--- config.mk ---
export PLATFORM = sky130hd
export DESIGN_NAME = uart_hex_tx
export DESIGN_NICKNAME = d
export VERILOG_FILES = /design/src/rtl/uart_hex_tx.sv
export SDC_FILE = /design/constraint.sdc
export NUM_CORES = 1
export LEC_CHECK = 0
export CORE_ASPECT_RATIO = 0.6
export CORE_MARGIN = 1.5
export CORE_UTILIZATION = 25
export CTS_BUF_LIST = sky130_fd_sc_hd__clkbuf_2
export DETAILED_ROUTE_END_ITERATION = 7
export GPL_TIMING_DRIVEN = 0
export MAX_ROUTING_LAYER = met4
export RECOVER_POWER = 25
export SKIP_CTS_REPAIR_TIMING = 1
export SYNTH_ARGS = -nofsm -noshare
export SYNTH_HDL_FRONTEND = slang
export SYNTH_SLANG_ARGS = --single-unit
--- constraint.sdc ---
create_clock -name i_clk -period 9.2 [get_ports i_clk]
set_input_delay 1.38 -clock i_clk [delete_from_list [all_inputs] [get_ports i_clk]]
set_output_delay 1.38 -clock i_clk [all_outputs]
set_load 0.02 [all_outputs]
--- src/rtl/uart_hex_tx.sv ---
// uart_hex_tx: reports one byte as two uppercase ASCII hex characters
// (optionally followed by CR/LF) on an 8N1 UART line. It has its own bit
// serializer. All outputs come straight from flops.
module uart_hex_tx #(
    parameter int CLKS_PER_BIT = 217,
    parameter int SEND_CRLF    = 1
) (
    input  logic       i_clk,
    input  logic       i_rst,
    input  logic [7:0] i_byte,
    input  logic       i_valid,
    output logic       o_ready,
    output logic       o_tx_serial,
    output logic       o_tx_active,
    output logic       o_done
);

    localparam int BW = (CLKS_PER_BIT > 1) ? $clog2(CLKS_PER_BIT) : 1;
    localparam logic [BW-1:0] BAUD_LAST = BW'(CLKS_PER_BIT - 1);
    localparam logic [1:0] LAST_CHAR = (SEND_CRLF != 0) ? 2'd3 : 2'd1;

    typedef enum logic [2:0] {
        IDLE  = 3'd0,
        START = 3'd1,
        DATA  = 3'd2,
        STOP  = 3'd3,
        DONE  = 3'd4
    } state_t;

    state_t        state_reg, state_next;
    logic [BW-1:0] baud_reg, baud_next;
    logic [2:0]    bit_reg, bit_next;
    logic [1:0]    char_reg, char_next;
    logic [7:0]    byte_reg, byte_next;
    logic          serial_reg, serial_next;
    logic          active_reg, active_next;
    logic          ready_reg, ready_next;
    logic          done_reg, done_next;
    logic [7:0]    char_bits;

    // One nibble as an uppercase ASCII hex digit ('A' - 10 == 0x37).
    function automatic logic [7:0] hex_char(input logic [3:0] n);
        return (n <= 4'd9) ? (8'h30 + {4'h0, n}) : (8'h37 + {4'h0, n});
    endfunction

    // Character at a given position in the outgoing sequence.
    function automatic logic [7:0] char_code(input logic [1:0] idx, input logic [7:0] b);
        logic [7:0] c;
        case (idx)
            2'd0:    c = hex_char(b[7:4]);
            2'd1:    c = hex_char(b[3:0]);
            2'd2:    c = 8'h0D;
            default: c = 8'h0A;
        endcase
        return c;
    endfunction

    // State, counters and registered outputs; reset drops the line to idle-high at once.
    always_ff @(posedge i_clk or posedge i_rst) begin
        if (i_rst) begin
            state_reg  <= IDLE;
            baud_reg   <= '0;
            bit_reg    <= '0;
            char_reg   <= '0;
            byte_reg   <= '0;
            serial_reg <= 1'b1;
            active_reg <= 1'b0;
            ready_reg  <= 1'b1;
            done_reg   <= 1'b0;
        end else begin
            state_reg  <= state_next;
            baud_reg   <= baud_next;
            bit_reg    <= bit_next;
            char_reg   <= char_next;
            byte_reg   <= byte_next;
            serial_reg <= serial_next;
            active_reg <= active_next;
            ready_reg  <= ready_next;
            done_reg   <= done_next;
        end
    end

    // Next-state logic: sequencing of start/data/stop bits across the characters.
    always_comb begin
        state_next = state_reg;
        baud_next  = baud_reg;
        bit_next   = bit_reg;
        char_next  = char_reg;
        byte_next  = byte_reg;
        case (state_reg)
            IDLE: begin
                if (i_valid && ready_reg) begin
                    state_next = START;
                    baud_next  = '0;
                    bit_next   = '0;
                    char_next  = '0;
                    byte_next  = i_byte;
                end
            end
            START: begin
                if (baud_reg == BAUD_LAST) begin
                    baud_next  = '0;
                    state_next = DATA;
                end else begin
                    baud_next = baud_reg + BW'(1);
                end
            end
            DATA: begin
                if (baud_reg == BAUD_LAST) begin
                    baud_next = '0;
                    bit_next  = bit_reg + 3'd1;
                    if (bit_reg == 3'd7) begin
                        state_next = STOP;
                    end
                end else begin
                    baud_next = baud_reg + BW'(1);
                end
            end
            STOP: begin
                if (baud_reg == BAUD_LAST) begin
                    baud_next = '0;
                    if (char_reg == LAST_CHAR) begin
                        state_next = DONE;
                    end else begin
                        char_next  = char_reg + 2'd1;
                        state_next = START;
                    end
                end else begin
                    baud_next = baud_reg + BW'(1);
                end
            end
            default: begin
                state_next = IDLE;
            end
        endcase
    end

    // Output values for the upcoming state, so the output flops track the state flop.
    always_comb begin
        char_bits   = char_code(char_next, byte_next);
        serial_next = 1'b1;
        active_next = 1'b0;
        ready_next  = 1'b0;
        done_next   = 1'b0;
        case (state_next)
            IDLE: begin
                ready_next = 1'b1;
            end
            START: begin
                serial_next = 1'b0;
                active_next = 1'b1;
            end
            DATA: begin
                serial_next = char_bits[bit_next];
                active_next = 1'b1;
            end
            STOP: begin
                active_next = 1'b1;
            end
            default: begin
                done_next = 1'b1;
            end
        endcase
    end

    assign o_ready     = ready_reg;
    assign o_tx_serial = serial_reg;
    assign o_tx_active = active_reg;
    assign o_done      = done_reg;

endmodule

==> results of run 1 <==
==> final cells by class <==
type	count	area [um2]	share of cell area, %
Buffer	4	22.5	1.14
Clock buffer	3	15.0	0.760
Tap cell	87	109	5.51
Clock inverter	1	3.75	0.190
Inverter	13	48.8	2.47
Multi-Input combinational cell	135	933	47.2
Sequential cell	28	703	35.6
Timing Repair Buffer	14	140	7.09
==> worst min path at each step <==
stage | cells past startpoint | slack [ns] | endpoint
after floorplan | 1 | 0.45 | baud_reg[7]$_DFFE_PP0P_
after global placement | 1 | 0.48 | baud_reg[7]$_DFFE_PP0P_
after detailed placement | 1 | 0.48 | baud_reg[7]$_DFFE_PP0P_
after CTS | 1 | 0.51 | baud_reg[7]$_DFFE_PP0P_
after global routing | 1 | 0.55 | baud_reg[7]$_DFFE_PP0P_
final | 1 | 0.52 | baud_reg[7]$_DFFE_PP0P_
==> cell families after synthesis <==
| group | Yosys count |
|---|---|
| and+or+nand+nor | 62 |
| AOI/OAI and AO/OA | 50 |
| DFF | 28 |
| buffers and inverters | 17 |
| muxes | 13 |
| adders and majority gates | 7 |
| xor gates and xnor gates | 3 |
==> through the flow <==
step                      hold WS, ns  power [mW]  instance area [um2]  setup WS, ns
after floorplan                 0.445       0.346                 1740          5.27
after global placement          0.482       0.401                 1980          4.09
after detailed placement        0.482       0.403                 1980          4.11
after CTS                       0.512       0.451                 2000          4.53
after global routing            0.549       0.491                 1980          4.04
final                           0.518       0.447                 1980          4.25
==> cells in the mapped netlist (all sizes together), types with 3 or more instances <==
library cell and count:
o31ai 3, a21oi 6, inv 13, or3 4, o21ai 18, dfrtp 26
nor2 11, mux2 6, nor2b 3, nand2 15, mux2i 7, and2 3
nand3 6, and3 6, ha 7, nor3 4, clkbuf 3
==> layout by cell type, fill, tap and decap left out, types with 4 or more instances in the layout <==
| cell type | instances |
|---|---|
| sky130_fd_sc_hd__a21oi_1 | 6 |
| sky130_fd_sc_hd__o21ai_0 | 17 |
| sky130_fd_sc_hd__and3_1 | 6 |
| sky130_fd_sc_hd__or3_1 | 4 |
| sky130_fd_sc_hd__mux2_2 | 4 |
| sky130_fd_sc_hd__clkdlybuf4s50_1 | 12 |
| sky130_fd_sc_hd__nor3_1 | 4 |
| sky130_fd_sc_hd__mux2i_1 | 7 |
| sky130_fd_sc_hd__dfrtp_1 | 26 |
| sky130_fd_sc_hd__nand3_1 | 6 |
| sky130_fd_sc_hd__nor2_1 | 10 |
| sky130_fd_sc_hd__inv_1 | 12 |
| sky130_fd_sc_hd__nand2_1 | 15 |
| sky130_fd_sc_hd__ha_1 | 7 |
==> metal layers <==
layer	part of all wire [%]	vias to the layer above	wire, um
met2	36	29	1440
met5	0	-	0
li1	-	703	-
met4	0.050	0	2
met3	5.1	2	205
met1	59	670	2340
==> power by group <==
part / switching, mW / leakage, nW / internal, mW
clock: 0.0380 / 0.0140 / 0.00943
combinational: 0.114 / 0.518 / 0.0962
sequential: 0.0279 / 0.353 / 0.162
==> results.md, run 1 <==
Floorplan:
- For this configuration, the core starts out at a cell density of between 20% and 30%.
- The die is approximately 68 um tall.
- The die covers approximately 7500 um2.
- The core region is approximately 6700 um2.
- During I/O placement, the number of pins put on the boundary was 15.
- The width of the chip is about 110 um.
- The floorplan has 23 rows.

Setup path:
- STA classifies the critical path endpoint as a register.
- The number of cells on the worst reg-to-reg path is 12.
- The slowest library cell on the worst path is sky130_fd_sc_hd__dlygate4sd3_1.
- The maximum fanout along the worst path is 7.
- Following the worst setup path forward leads to its endpoint at o_tx_serial$_DFF_PP1_.
- The largest incremental delay on the critical path is around 0.60 ns.
- STA classifies the critical path startpoint as a primary input.
- The critical path is of the in2reg type.
- The cell family contributing the most delay on the critical path is compound AO/OA/AOI/OAI gates.
- The setup check on the worst reg-to-reg path leaves a slack of about 5.2 ns.
- In this run the critical register-to-register path is captured at o_tx_serial$_DFF_PP1_.
- The reg-to-reg critical path startpoint is o_ready$_DFF_PP1_.
- The critical path runs through a total of 13 cells.
- STA puts the critical path data required time at between 9 and 10 ns.
- Traced cell by cell, the critical path runs through dlygate4sd3_1 -> nand4bb_1 -> nor2_2 -> mux2i_1 -> inv_1 -> ha_1 -> nor2_1 -> o21ai_0 -> o21ai_1 -> mux2_2 -> a221o_1 -> o311ai_1 -> a31oi_1.
- The critical path launch point is i_valid.
- Together, buffers and inverters on the worst path number 2.
- The worst path arrival time is roughly 5.3 ns.

STA:
- The count of final setup violators is 0.
- Clock skew on the completed layout was measured at 0.0252 ns.
- The total negative setup slack is 0 ns.
- Setup repair after global routing left no endpoint under its margin.
- The final critical delay including setup and external delays is 4.95 ns.
- Derived from the worst setup path, the maximum achievable clock frequency is around 200 MHz.
- The slew at the pin closest to its max-slew limit is 1.11 ns.
- The max-slew violation count came to 0.
- The final number of hold-violating endpoints is 0.
- In this run the tightest slew margin relative to its limit is around 26%.
- The share of the clock period used by the worst path is between 50% and 60%.

Synth:
- The largest area contributor in the synthesized netlist is sky130_fd_sc_hd__dfrtp_1.
- After synthesis, the largest family of logic cells by area is simple AND/OR/NAND/NOR gates.
- The Yosys step of the flow raised 0 warnings.
- The number of storage elements in the synthesis netlist is 28.
- Sequential elements use 40.5% of the synthesized area.
- The post-synthesis compound-gate area fraction is a little under 20%.
- Summing the areas of all fa, ha and maj instances in the mapped netlist gives roughly 5.0% of the synthesized area.
- The synthesized design contains 0 enable-type register cells.
- The average instance in the mapped netlist occupies just under 10 um2.
- After synthesis, the cell types taking the most area are sky130_fd_sc_hd__dfrtp_1, sky130_fd_sc_hd__ha_1, sky130_fd_sc_hd__o21ai_0.
- The prevailing post-synth register cell is sky130_fd_sc_hd__dfrtp_1.
- The post-synthesis mux area share is around 8%.
- The post-synthesis cell count is 180.
- After synthesis, the netlist uses 50 different library cells.
- The synthesized netlist occupies a cell area of between 1500 and 2000 um2.
- The share of the synthesized netlist area taken by xor and xnor gates is 1.51%.
- In the synthesized netlist the async set-or-reset flop fraction comes to 100%.
- The total nets after synthesis is around 200.
- Of the total synthesized cell area, the portion taken by AND, OR, NAND and NOR gates is between 20% and 30%.
- After synthesis, the largest area contributor takes up a little under two fifths of total cell area.

Global route:
- The met1 usage in global routing is 19.8%.
- The global route total overflow is 0.
- For met3 alone, demand over resource in global routing was ~3.1%.
- In this run the most used layer during global routing was met1.
- The global-route wire length before repair is 6.99 mm.
- Entering global routing, the biggest net connects 29 pins.
- The overall global routing resource usage is 12.2%.
- The number of antenna violations at the first check in global routing is 0.
- In the global route stage, met2 resource usage came out at roughly 14%.
- The via count of the first global-routing pass came to about 1300.

Routing:
- The pre-antenna-repair detailed-routing pass consisted of 4 iterations.
- For this run, design rule violations remaining after detail routing come to 0.
- The total length of routed wires is approximately 4 mm.
- After the first detailed-routing iteration, the DRC count stood at 117.
- The detail route stage leaves a number of antenna-violating nets equal to 0.
- In the routed layout, each cell is associated on average with a via count of 4.93.
- The total via count in the routed design is 1404.
- The detail-routed net length per standard cell is roughly 14 um.

Outcome:
- The flow ran to the end, and the final reports show no timing, DRC or antenna violations.

Clock network:
- For the worst-skew pair, the clock arrives at the later sink with an insertion delay of 0.39 ns.
- The number of buffers created by CTS is 3.
- Clock-pin slew was measured on the worst setup and hold paths at between 0.2 and 0.3 ns.
- TritonCTS built the clock tree.
- For this design, the sink count on the clock tree is 28.
- The clock root buffer is sky130_fd_sc_hd__clkbuf_2.
- The maximum level of the CTS H-tree is 1.
- The longest clock path from root to sink contains 2 buffers.

Job:
- The tool flagged a number of max-cap violations equal to 0.

Placement:
- The cell count after placement is between 200 and 300.
- The total of buffers placed on input and output ports is 14.
- Summed over all nets, the half-perimeter wirelength after detailed placement is 3.05 mm.
- The routability congestion estimate from global placement is 0.956.

Power:
- Dividing total power by cell area gives a power density of ~230 nW/um2.
- The worst voltage drop across the vdd grid is 0.0666 mV.
- The leakage dissipation is about 0.88 nW.

Layout:
- The area growth from synthesis to layout is 13.8%.
- The final core utilization is between 20% and 30%.
- The finished layout holds between 200 and 300 standard cells, fillers aside.
- The filler cells instantiated in the layout total roughly 700.
- The number of antenna diodes in the final layout is 0.
- The final-stage net count is approximately 220.
- The fraction of final layout cells with drive strength greater than 1 is 8.08%.

Min path:
- The tightest min-delay check is of the reg2reg type.
- The worst hold path begins at baud_reg[7]$_DFFE_PP0P_.
No activity file was read; power rests on OpenSTA's default activity.
==> run 2, diff against run 1 <==
- clock period: 9.2 -> 4.79 ns (I/O delays scaled with it)
==> run 2 against run 1 <==
  * Cell area did not move
  * Sequential power rose by 92%
  * Worst setup slack got worse by 3.8 ns
  * Clock-buffer cell count did not move
  * Via count fell by 0.43%
  * Wire length rose by 0.55%
  * Combinational power rose by 91%
  * Total power rose by 92%
  * Critical path type unchanged
  * Critical endpoint unchanged
  * Largest cell class unchanged
  * Largest power group unchanged
==> results.md, run 2 (synthesis results as in run 1) <==
STA:
- Across the routed clock network, the largest skew measured is just under 0.03 ns.
- The count of final setup violators is 0.
- Setup repair after global routing left no endpoint under its margin.
- The slew at the pin closest to its max-slew limit is approximately 1.1 ns.
- The share of the clock period used by the worst path is between 80% and 90%.
- After routing, the total negative slack on setup checks comes to 0 ns.
- The tightest hold margin is roughly 0.52 ns.
- Static timing analysis puts the maximum clock frequency at between 200 and 250 MHz.
- For the finished layout, the period the worst path requires is 4.30 ns.
- Across all setup checks in the final design, the least slack found is approximately 0.5 ns.
- The max-slew violation count is 0.
- The final number of hold-violating endpoints is 0.
- In this run the tightest slew margin relative to its limit is about 25%.

Floorplan:
- After floorplanning, the core was divided into 23 placement rows.
- The die outline area is about 7500 um2.
- Once the floorplan was initialized, standard cells occupied about a quarter of the core.
- The total area inside the core boundary comes to roughly 6700 um2.
- 15 I/O pins were placed.
- In this run the horizontal extent of the chip is 111 um.
- The die height is 67.5 um.

Setup path:
- The kind of cell with the highest combined delay along the critical path is compound AO/OA/AOI/OAI gates.
- The destination of the critical timing path is o_tx_serial$_DFF_PP1_.
- The worst register-to-register path has a setup slack of 0.82 ns.
- The endpoint class of the critical path is a register.
- The endpoint identified for the worst register-to-register timing path is o_tx_serial$_DFF_PP1_.
- The largest individual stage delay along the critical path comes from the cell sky130_fd_sc_hd__dlygate4sd3_1.
- The number of cells on the worst reg-to-reg path is 12.
- In this design, the stage delay of the slowest critical-path cell is just over 0.6 ns.
- The startpoint identified for the worst register-to-register timing path is o_ready$_DFF_PP1_.
- The logic depth of the worst setup path including buffers is 13.
- The critical path launch point is i_valid.
- The critical path required time is ~5.1 ns.
- Counting both buffers and inverters, the worst setup path holds a total of 2.
- The start-to-end type of the worst setup path is in2reg.
- For the worst setup path, the data arrival time is between 4 and 5 ns.
- The type of element launching the critical path is a primary input.
- Walking the worst path, the cells encountered are dlygate4sd3_1 -> nand4bb_1 -> nor2_2 -> mux2i_1 -> inv_1 -> ha_1 -> nor2_1 -> o21ai_0 -> o21ai_1 -> mux2_2 -> a221o_1 -> o311ai_1 -> a31oi_1.
- In this run the worst path has a maximum fanout of 7.

Outcome:
- The flow ran to the end, and the final reports show no timing, DRC or antenna violations.

Power:
- The combinational power share is 46.9%.
- The share of power burned in registers is a little over two fifths.
- The clock share of power is 10.6%.
- The worst voltage drop across the vdd grid is 0.128 mV.
- The internal power consumption is roughly 0.51 mW.
- The leakage dissipation is roughly 0.88 nW.
- Net switching is 40.4% of the power.
- The net switching power figure is roughly 0.35 mW.
- Dividing total power by cell area gives a power density of 434 nW/um2.

Clock network:
- The worst-case clock buffer depth is 2.
- Clock-pin slew was measured on the worst setup and hold paths at approximately 0.28 ns.
- The maximum level of the CTS H-tree is 1.
- The number of buffers created by CTS is 3.
- TritonCTS built the clock tree.
- The number of clock sinks is 28.
- At the later pin of the worst-skew pair, clock insertion delay measures between 0.3 and 0.4 ns.
- The tree is rooted in a sky130_fd_sc_hd__clkbuf_2.

Placement:
- The wire-length estimate of the detail-placed layout is between 3 and 4 mm.
- At the end of routability-driven placement, the weighted congestion stood at roughly 0.96.
- After detailed placement, the total cell area comes to 1980 um2.
- Input and output buffers added on the ports amount to 14.
- The pre-CTS setup slack is between 0.3 and 0.4 ns.

Global route:
- The via count of the first global-routing pass is about 1300.
- The global route total overflow is 0.
- Entering global routing, the biggest net connects 29 pins.
- Global routing consumed, over all layers together, 12.2% of the routing resources.
- The global-route wire length before repair is approximately 7 mm.
- The number of antenna violations at the first check in global routing is 0.

Layout:
- After routing the design area is 1980 um2.
- Leaving out fill and tap cells, the most frequent cells in the layout are sky130_fd_sc_hd__dfrtp_1, sky130_fd_sc_hd__o21ai_0, sky130_fd_sc_hd__nand2_1.
- The area overhead of the layout relative to synthesis is 13.8%.
- The fraction of final layout cells with drive strength greater than 1 is around 8.6%.
- The commonest non-fill, non-tap cell in the layout is sky130_fd_sc_hd__dfrtp_1.
- The number of antenna repair diodes is 0.
- For this run, the post-layout net count is around 220.
- Fill cells in the final layout number 707.

Routing:
- Across all layers, the routed design uses between 1000 and 1500 vias.
- In this run the remaining antenna-violating nets after routing total 0.
- Dividing the detail-routed wire length by the instance count gives about 14 um.
- The total length of routed wires is approximately 4 mm.
- The detailed router finished its first iteration with 111 violations.
- The first-pass iteration count of the detailed router is 4.
- The count of unresolved DRC violations after routing is 0.
- Dividing the detail-routed via count by the number of cells gives approximately 5.

Job:
- The tool flagged a number of max-cap violations equal to 0.

Min path:
- The tightest min-delay check is of the reg2reg type.
## run 2: area by class of cell
cell class                 count  area [um2]  share of cell area (%)
buffer                         4        22.5                    1.14
clock buffer                   3        15.0                   0.760
clock inverter                 1        3.75                   0.190
inverter                      13        48.8                    2.47
multi-input combinational    135         933                    47.2
sequential                    28         703                    35.6
tap                           87         109                    5.51
timing repair buffer          14         140                    7.09
## run 2: metrics by stage
| step | total power, mW | util, % | instances |
|---|---|---|---|
| finish | 0.857 | 29.5 | 285 |
| global route | 0.940 | 29.5 | 285 |
| CTS | 0.867 | 29.9 | 285 |
| detailed placement | 0.775 | 29.6 | 281 |
| global placement | 0.770 | 29.6 | 281 |
| floorplan | 0.664 | - | 180 |
## run 2: power groups by stage
stage / registers [mW] / clock network (mW) / logic (mW)
finish: 0.364 / 0.0908 / 0.402
global route: 0.377 / 0.103 / 0.460
CTS: 0.366 / 0.0959 / 0.405
detailed placement: 0.371 / 0 / 0.404
global placement: 0.370 / 0 / 0.400
floorplan: 0.364 / 0 / 0.301
## run 2: routing by layer
metal / routed length, um / GRT usage (%) / up-vias
li1: - / - / 702
met1: 2290 / 19.8 / 658
met2: 1440 / 14.4 / 36
met3: 265 / 3.14 / 2
met4: 11 / 1.76 / 0
met5: 0 / - / -
## run 2: how the worst min path moves through the flow
stage,start,endpoint,slack [ns],depth (start not counted)
floorplan,baud_reg[7]$_DFFE_PP0P_,baud_reg[7]$_DFFE_PP0P_,0.45,1
global placement,baud_reg[7]$_DFFE_PP0P_,baud_reg[7]$_DFFE_PP0P_,0.48,1
detailed placement,baud_reg[7]$_DFFE_PP0P_,baud_reg[7]$_DFFE_PP0P_,0.48,1
CTS,baud_reg[7]$_DFFE_PP0P_,baud_reg[7]$_DFFE_PP0P_,0.51,1
global route,baud_reg[7]$_DFFE_PP0P_,baud_reg[7]$_DFFE_PP0P_,0.55,1
finish,baud_reg[7]$_DFFE_PP0P_,baud_reg[7]$_DFFE_PP0P_,0.52,1
